## config.mk

```make
export PLATFORM = sky130hd
export DESIGN_NAME = ppi_port_b_mode1_ctrl
export DESIGN_NICKNAME = d
export VERILOG_FILES = /design/src/rtl/ppi_pkg.sv /design/src/rtl/ppi_sync_edge.sv /design/src/rtl/ppi_port_b_mode1_ctrl.sv
export SDC_FILE = /design/constraint.sdc
export NUM_CORES = 1
export LEC_CHECK = 0
export CAP_MARGIN = 25
export CORE_MARGIN = 2
export CORE_UTILIZATION = 42
export CTS_BUF_LIST = sky130_fd_sc_hd__clkbuf_16
export DETAILED_ROUTE_END_ITERATION = 10
export PLACE_DENSITY = 0.8
export SLEW_MARGIN = 20
export SYNTH_ARGS = -nofsm -noshare
export SYNTH_HDL_FRONTEND = slang
export SYNTH_HIERARCHICAL = 1
export SYNTH_SLANG_ARGS = --single-unit
```

## constraint.sdc

```tcl
create_clock -name clk -period 1.8 [get_ports clk]
set_input_delay 0.54 -clock clk [delete_from_list [all_inputs] [get_ports clk]]
set_output_delay 0.54 -clock clk [all_outputs]
set_load 0.03 [all_outputs]
```

## src/rtl/ppi_pkg.sv

```systemverilog
// ============================================================================
// Module   : ppi_pkg
// Brief    : Shared types and control-word constants for the 8255 port B logic
// Revision : 1.0 - initial release
// ============================================================================
`default_nettype none

package ppi_pkg;

    typedef enum logic [2:0] {
        ST_M0        = 3'd0,
        ST_IN_EMPTY  = 3'd1,
        ST_IN_STB    = 3'd2,
        ST_IN_FULL   = 3'd3,
        ST_OUT_EMPTY = 3'd4,
        ST_OUT_FULL  = 3'd5,
        ST_OUT_ACK   = 3'd6
    } state_e;

    localparam int         MODE_FLAG = 7;
    localparam int         B_MODE    = 2;
    localparam int         B_DIR     = 1;
    localparam logic [2:0] BSR_PC2   = 3'd2;

    function automatic state_e cfg_entry_state(input logic mode1, input logic dir_in);
        if (!mode1) return ST_M0;
        return dir_in ? ST_IN_EMPTY : ST_OUT_EMPTY;
    endfunction

endpackage

`default_nettype wire

```

## src/rtl/ppi_sync_edge.sv

```systemverilog
// ============================================================================
// Module   : ppi_sync_edge
// Brief    : 2-FF synchroniser for an active-low strobe with rise/fall pulses
// Revision : 1.0 - initial release
// ============================================================================
`default_nettype none

module ppi_sync_edge (
    input  logic clk,
    input  logic rst_n,
    input  logic async_i,
    output logic rise_o,
    output logic fall_o
);

    logic sync1_q;
    logic sync2_q;
    logic prev_q;

    // Reset to the inactive (high) level so release never fakes a strobe edge
    always_ff @(posedge clk or negedge rst_n) begin
        if (!rst_n) begin
            sync1_q <= 1'b1;
            sync2_q <= 1'b1;
            prev_q  <= 1'b1;
        end else begin
            sync1_q <= async_i;
            sync2_q <= sync1_q;
            prev_q  <= sync2_q;
        end
    end

    assign rise_o = sync2_q & ~prev_q;
    assign fall_o = ~sync2_q & prev_q;

endmodule

`default_nettype wire

```

## src/rtl/ppi_port_b_mode1_ctrl.sv

```systemverilog
// ============================================================================
// Module   : ppi_port_b_mode1_ctrl
// Brief    : 8255 port B Mode 0 / Mode 1 strobed handshake controller
// Revision : 1.0 - initial release
// ============================================================================
`default_nettype none

module ppi_port_b_mode1_ctrl
    import ppi_pkg::*;
(
    input  logic       clk,
    input  logic       rst_n,
    input  logic       cfg_valid,
    input  logic       cfg_mode1,
    input  logic       cfg_dir_in,
    input  logic       bsr_valid,
    input  logic [2:0] bsr_sel,
    input  logic       bsr_set,
    input  logic       cpu_rd,
    input  logic       cpu_wr,
    input  logic [7:0] cpu_wdata,
    output logic [7:0] cpu_rdata,
    input  logic [7:0] pb_in,
    output logic [7:0] pb_out,
    output logic       pb_oe,
    input  logic       pc2_in,
    output logic [1:0] pc_lo_out,
    output logic       pc_lo_oe
);

    state_e     state_q, state_d;
    logic       mode1_q, mode1_d;
    logic       dir_q, dir_d;
    logic       inte_q, inte_d;
    logic [7:0] in_latch_q, in_latch_d;
    logic [7:0] pb_out_q, pb_out_d;
    logic       pb_oe_q, pb_oe_d;
    logic       pc1_q, pc1_d;
    logic       intr_q, intr_d;
    logic [7:0] rdata_q, rdata_d;
    logic       pc_lo_oe_q, pc_lo_oe_d;
    logic       pc2_rise;
    logic       pc2_fall;

    ppi_sync_edge u_pc2_sync (
        .clk     (clk),
        .rst_n   (rst_n),
        .async_i (pc2_in),
        .rise_o  (pc2_rise),
        .fall_o  (pc2_fall)
    );

    always_ff @(posedge clk or negedge rst_n) begin
        if (!rst_n) state_q <= ST_M0;
        else        state_q <= state_d;
    end

    always_comb begin
        state_d = state_q;
        if (cfg_valid) begin
            state_d = cfg_entry_state(cfg_mode1, cfg_dir_in);
        end else begin
            case (state_q)
                ST_IN_EMPTY:  if (pc2_fall) state_d = ST_IN_STB;
                ST_IN_STB:    if (pc2_rise) state_d = ST_IN_FULL;
                ST_IN_FULL: begin
                    // A new strobe beats a concurrent read: the peripheral's data must not be lost
                    if (pc2_fall)    state_d = ST_IN_STB;
                    else if (cpu_rd) state_d = ST_IN_EMPTY;
                end
                ST_OUT_EMPTY: if (cpu_wr)   state_d = ST_OUT_FULL;
                ST_OUT_FULL:  if (pc2_fall) state_d = ST_OUT_ACK;
                ST_OUT_ACK:   if (pc2_rise) state_d = ST_OUT_EMPTY;
                default:      state_d = state_q;
            endcase
        end
    end

    always_comb begin
        mode1_d    = mode1_q;
        dir_d      = dir_q;
        inte_d     = inte_q;
        in_latch_d = in_latch_q;
        pb_out_d   = pb_out_q;
        pb_oe_d    = pb_oe_q;
        pc1_d      = pc1_q;
        intr_d     = intr_q;
        rdata_d    = rdata_q;
        pc_lo_oe_d = pc_lo_oe_q;
        if (cfg_valid) begin
            mode1_d    = cfg_mode1;
            dir_d      = cfg_dir_in;
            inte_d     = 1'b0;
            in_latch_d = 8'h00;
            pb_out_d   = 8'h00;
            pb_oe_d    = ~cfg_dir_in;
            pc1_d      = cfg_mode1 & ~cfg_dir_in;
            intr_d     = 1'b0;
            pc_lo_oe_d = cfg_mode1;
        end else begin
            if (bsr_valid && (bsr_sel == BSR_PC2) && mode1_q) inte_d = bsr_set;
            if (!inte_q) intr_d = 1'b0;
            if (cpu_rd) begin
                if (mode1_q && dir_q) rdata_d = in_latch_q;
                else if (dir_q)       rdata_d = pb_in;
                else                  rdata_d = pb_out_q;
            end
            case (state_q)
                ST_M0: if (cpu_wr) pb_out_d = cpu_wdata;
                ST_IN_EMPTY: begin
                    pc1_d = 1'b0;
                    if (pc2_fall) begin
                        in_latch_d = pb_in;
                        pc1_d      = 1'b1;
                    end
                end
                ST_IN_STB: if (pc2_rise) intr_d = inte_q;
                ST_IN_FULL: begin
                    if (pc2_fall) in_latch_d = pb_in;
                    if (pc2_fall || cpu_rd) intr_d = 1'b0;
                end
                ST_OUT_EMPTY: begin
                    if (cpu_wr) begin
                        pb_out_d = cpu_wdata;
                        pc1_d    = 1'b0;
                        intr_d   = 1'b0;
                    end
                end
                ST_OUT_FULL: begin
                    if (cpu_wr)   pb_out_d = cpu_wdata;
                    if (pc2_fall) pc1_d    = 1'b1;
                end
                ST_OUT_ACK: if (pc2_rise) intr_d = inte_q;
                default: ;
            endcase
        end
    end

    always_ff @(posedge clk or negedge rst_n) begin
        if (!rst_n) begin
            mode1_q    <= 1'b0;
            dir_q      <= 1'b1;
            inte_q     <= 1'b0;
            in_latch_q <= 8'h00;
            pb_out_q   <= 8'h00;
            pb_oe_q    <= 1'b0;
            pc1_q      <= 1'b0;
            intr_q     <= 1'b0;
            rdata_q    <= 8'h00;
            pc_lo_oe_q <= 1'b0;
        end else begin
            mode1_q    <= mode1_d;
            dir_q      <= dir_d;
            inte_q     <= inte_d;
            in_latch_q <= in_latch_d;
            pb_out_q   <= pb_out_d;
            pb_oe_q    <= pb_oe_d;
            pc1_q      <= pc1_d;
            intr_q     <= intr_d;
            rdata_q    <= rdata_d;
            pc_lo_oe_q <= pc_lo_oe_d;
        end
    end

    assign cpu_rdata = rdata_q;
    assign pb_out    = pb_out_q;
    assign pb_oe     = pb_oe_q;
    assign pc_lo_out = {pc1_q, intr_q};
    assign pc_lo_oe  = pc_lo_oe_q;

endmodule

`default_nettype wire

```

Word-level counts from Yosys, hierarchy flattened
Index checks and enable logic that the tools add are counted.
Widths: inputs -> output; s select.
{ "word_totals": {"romBits": 0, "inputBits": 29, "memories": 0, "regBits": 36, "ramBits": 0, "latchBits": 0, "wordCells": 88} }
{ "op_classes": {"n_lt_le_gt_ge": 0, "n_div": 0, "n_bitwise": 7, "reduce_logical": 20, "addsub": 0, "mul": 0, "n_eq_ne": 13, "n_shift": 0, "n_mux": 35} }
{ "ops": {"columns": ["operator", "count"], "rows": [
  ["$mux 8", 8],
  ["$mux 3", 11],
  ["$pmux 3 s6", 1],
  ["$ne 3x3->1 const B", 5],
  ["$mux 1", 13],
  ["$reduce_bool 2->1", 5],
  ["$eq 3x2->1 const B", 3],
  ["$eq 3x3->1 const B", 3],
  ["$reduce_and 7->1", 1],
  ["$reduce_bool 7->1", 1],
  ["$pmux 1 s3", 2],
  ["$reduce_and 2->1", 3],
  ["$ne 4x4->1 const B", 1],
  ["$not 1->1", 4],
  ["$reduce_bool 4->1", 1],
  ["$reduce_or 2->1", 2],
  ["$and 1x1->1", 3],
  ["$eq 3x1->1 const B", 1],
  ["$logic_and 1x1->1", 3],
  ["$logic_not 3->1", 1],
  ["$reduce_and 3->1", 1],
  ["$reduce_or 3->1", 1],
  ["$logic_or 1x1->1", 1]
]} }

Logic depth before layout (Yosys ltp)
{ "logic_depth": {"ltp_word": 6, "depth_mapped": 6, "mapped_depth_nobuf": 5} }

Modules after synthesis
The synthesis kept the hierarchy.
{ "modules_own_cells": {"columns": ["mod", "n_inst", "cells_each", "area_each_um2"], "rows": [
  ["ppi_port_b_mode1_ctrl", 1, 155, 1600.3],
  ["ppi_sync_edge", 1, 5, 93.8]
]} }

Worst setup path before layout
No wires, ideal clock.
{ "synth_path": {"kind": "reg-to-reg", "startpoint": "reg u_pc2_sync.sync2_q", "endpoint": "reg state_q[1]", "t_arrival_ns": 1.592, "setup_slack_ns": 0.080, "path_stages_with_launch": 7, "period_less_slack_ns": 1.720, "setup_time_ns": 0.128, "required_time_ns": 1.672, "path_buffers": 1, "path_cell_list": "dfstp_2 and2b_2 buf_2 a22oi_1 o22ai_1 a21oi_1 mux2_1"} }
{ "synth_between": {"elab_chain_len": 5} }
{ "synth_lines": {"columns": ["item", "line_no", "rtl"], "rows": [
  ["start, declared", "ppi_sync_edge.sv:17", "logic sync2_q;"],
  ["start signal, assigned", "ppi_sync_edge.sv:28", "sync2_q <= sync1_q;"],
  ["$not 1->1 *", "ppi_sync_edge.sv:34", "assign fall_o = ~sync2_q & prev_q;"],
  ["$and 1x1->1 *", "ppi_sync_edge.sv:34", null],
  ["via pc2_fall", "ppi_port_b_mode1_ctrl.sv:43", "logic pc2_fall;"],
  ["$mux 3", "ppi_port_b_mode1_ctrl.sv:68", "if (pc2_fall) state_d = ST_IN_STB;"],
  ["$pmux 3 s6", "ppi_port_b_mode1_ctrl.sv:63", "case (state_q)"],
  ["$mux 3", "ppi_port_b_mode1_ctrl.sv:60", "if (cfg_valid) begin"],
  ["end signal, assigned", "ppi_port_b_mode1_ctrl.sv:55", "else state_q <= state_d;"],
  ["end, declared", "ppi_port_b_mode1_ctrl.sv:31", "state_e state_q, state_d;"]
]} }
The timed path passes the listed nets; every way through them passes the cells marked *.
A chain may end at the register's enable or synchronous reset.

Worst setup path in the final report
Ends and elaborated chain as after synthesis.

==> results.md <==
* Total die area at roughly 4600 µm²
* Place WS at -0.132 ns
* Hpwl dp at 2720 µm
* Area leader, netlist: dfrtp_1
* Pwr Total at 0.00270 W
* Synth warnings at 6
* Top post-synthesis cells by area: dfrtp_1 47%, mux2i_1 11%, dfstp_2 6.2%
* Outcome: completed
* Yosys reg bits at 36
* Clock Skews at 0.00418 ns
* Syn nets at around 190
* CP startpoint kind: flip-flop
* Core region area at 3940 µm²
* Final min period at between 1.5 and 2 ns
* CP arrival at 1.86 ns
* Cell at the slowest stage of the critical path: dfstp_2
* Root buf cell: clkbuf_16
* Post-CTS setup buffer count at 0
* Wire per inst at about 14 µm
* Share of layout cells above drive strength 1 at between 10% and 20%
* Fillers at 316
* CTS buffer count at 5
* Routed wire length at 3690 µm
* Period Utilization, post-route at about 95%
* DRC at 0
* Critical Path Sink Type: flip-flop
* Std cell rows at 23
* Endpoints failing setup at 0
* Crit Path Category: reg -> reg
* Vias in the first global route at 1,296
* Pwr dens at 1130 nW/µm²
* Worst Reg-to-Reg Cells at 5
* Post-Syn Area at 1690 µm²
* WP data required at 1.96 ns
* H-tree depth at 2
* Die H at 67.5 µm
* Sequential cell area fraction in the yosys report at 53.5%
* Post-cts resize count at 19
* Clock slew at reported path FFs at roughly 0.050 ns
* Max frequency at between 500 and 600 MHz
* RSZ-0062 raised after global routing: no
* Nets at around 240
* Lkg Pwr at 1.16 nW
* Synth top cells by count: 32 x dfrtp_1, 19 x o21ai_0, 18 x mux2i_1, 18 x nand2_1, 11 x nor2_1
* Fin. max-slew vios at 0
* Initial DRC count at 159
* CTS tree: done
* All-Layer GR Usage at a little under a fifth
* ANT cells at 0
* R2r startpoint: u_pc2_sync/sync2_q$_DFF_PN1_
* DR pass1 iterations at 4
* PortBufs at 48
* Crit path buf inv count at 0
* Vias at 1,328
* Gp weighted congestion at 0.982
* Initial antenna violation count at 0
* Worst slew margin at 71.7%
* Register-to-Register Setup Slack at 0.09 ns
* Min-Delay Path Class: reg -> reg
* I/O Pins at 49
* Vias/cell at 5.05
* Worst Path Max Fanout at 3
* CP cell instances: and2b_2 > a22oi_1 > o22ai_1 > a21oi_1 > mux2_1
* First-pass GRT wire length at just over 6000 µm
* Slew @ Worst Pin at about 0.43 ns
* Largest net degree at the start of global routing at 37
* Async SR Flop Fraction at 100%
* Final WS setup at 0.0914 ns
* Cells after Synth at 160
* Delay-heaviest family, CP: flip-flops
* Clock Path Buffers at 2
* Clock Sinks at 36
* Max-cap check violation count at 0
* Starting Density at a little over two fifths
* Most common cell in the netlist: dfrtp_1
* Hold EP: u_pc2_sync/sync2_q$_DFF_PN1_
* Peak supply drop at 0.687 mV
* Hold Vio Cnt, Final at 0
* Synth top area share at 47.3%
* Worst r2r dst: state_q[1]$_DFFE_PN0P_
* Final Hold Slack at between 0.3 and 0.4 ns
* Mapped Avg Cell Area at 10.6 µm²
* CP peak stage delay at 0.53 ns
* Die W at 67.5 µm
* Hold Crit Depth at 0
* Clk_lat worst skew at roughly 0.28 ns
* Post-DRT Antenna Nets at 0
* Hold_sp: u_pc2_sync/sync1_q$_DFF_PN1_
* Post-synth EDFFs at 0
* Area growth, synth to finish at 40.9%
* Total congestion overflow at 0
* Netlist cell types at 32
* Hold buffers post-CTS at 0
* Most used DFF post-synth: dfrtp_1
[cell type report]
cell class | instances | area, µm² | area share, %
clock buffer | 5 | 125 | 5.24
multi-input combinational | 107 | 702 | 29.4
inverter | 6 | 22.5 | 0.943
clock inverter | 3 | 42.5 | 1.78
tap | 50 | 62.6 | 2.62
sequential | 36 | 906 | 37.9
timing repair buffer | 56 | 527 | 22.1
[cell families (layout without fill, tap and decap cells)]
kind of cell    Yosys count  after routing  share of synthesized area (%)
simple gates             43             43                           13.1
mux                      20             20                           12.0
flops                    36             36                           53.5
buf+inv                  17             70                           5.10
compound gates           44             44                           16.3
[where the power goes]
| group | switching, W | internal [W] | total, W |
|---|---|---|---|
| Sequential | 0.000116 | 0.000924 | 0.00104 |
| Combinational | 0.000390 | 0.000300 | 0.000690 |
| Clock | 0.000319 | 0.000649 | 0.000968 |
[state kept, by name, summed over array words and instances (netlist names)]
name,cells
cpu_rdata,8
dir_q,1
in_latch_q,8
inte_q,1
intr_q,1
pb_oe,1
pb_out,8
pc1_q,1
pc_lo_oe,1
state_q,3
u_pc2_sync/prev_q,1
u_pc2_sync/sync1_q,1
u_pc2_sync/sync2_q,1
[metrics by stage]
stage / utilization, % / std cells / TNS, ns / instance area (µm²)
after floorplan: - / 160 / 0 / 1690
after global placement: 56.9 / 255 / -0.0751 / 2240
after detailed placement: 56.9 / 255 / -0.132 / 2240
after CTS: 60.6 / 263 / 0 / 2390
after global routing: 60.6 / 263 / 0 / 2390
final: 60.6 / 263 / 0 / 2390
[cells in the final DEF, fill, tap and decap left out, drive strengths merged, types with 6 or more instances in the layout]
master and instances:
dfrtp 32, clkdlybuf4s50 28, o21ai 19, dlygate4sd2 19
nand2 19, mux2i 18, nor2 12, buf 9
a22o 8, a21oi 7, inv 6
[worst max path at each step]
stage	start	to	slack (ns)	cells after the start
final	u_pc2_sync/sync2_q$_DFF_PN1_	state_q[1]$_DFFE_PN0P_	0.09	5
after floorplan	u_pc2_sync/sync2_q$_DFF_PN1_	state_q[1]$_DFFE_PN0P_	0.08	6
after CTS	u_pc2_sync/sync2_q$_DFF_PN1_	state_q[1]$_DFFE_PN0P_	0.10	5
after global routing	u_pc2_sync/sync2_q$_DFF_PN1_	state_q[1]$_DFFE_PN0P_	0.01	5
after detailed placement	cpu_wr	state_q[1]$_DFFE_PN0P_	-0.13	5
after global placement	cpu_wr	state_q[1]$_DFFE_PN0P_	-0.08	5
[layer usage]
| metal | wire length, µm | GRT usage, % | vias to the layer above | part of all wire (%) |
|---|---|---|---|---|
| met4 | 57 | 7.40 | 0 | 1.5 |
| li1 | - | - | 668 | - |
| met1 | 1660 | 24.8 | 621 | 45 |
| met2 | 1860 | 28.2 | 32 | 50 |
| met3 | 114 | 3.33 | 7 | 3.1 |
| met5 | 0 | 0 | - | 0 |
(Power assumes the default switching activity.)
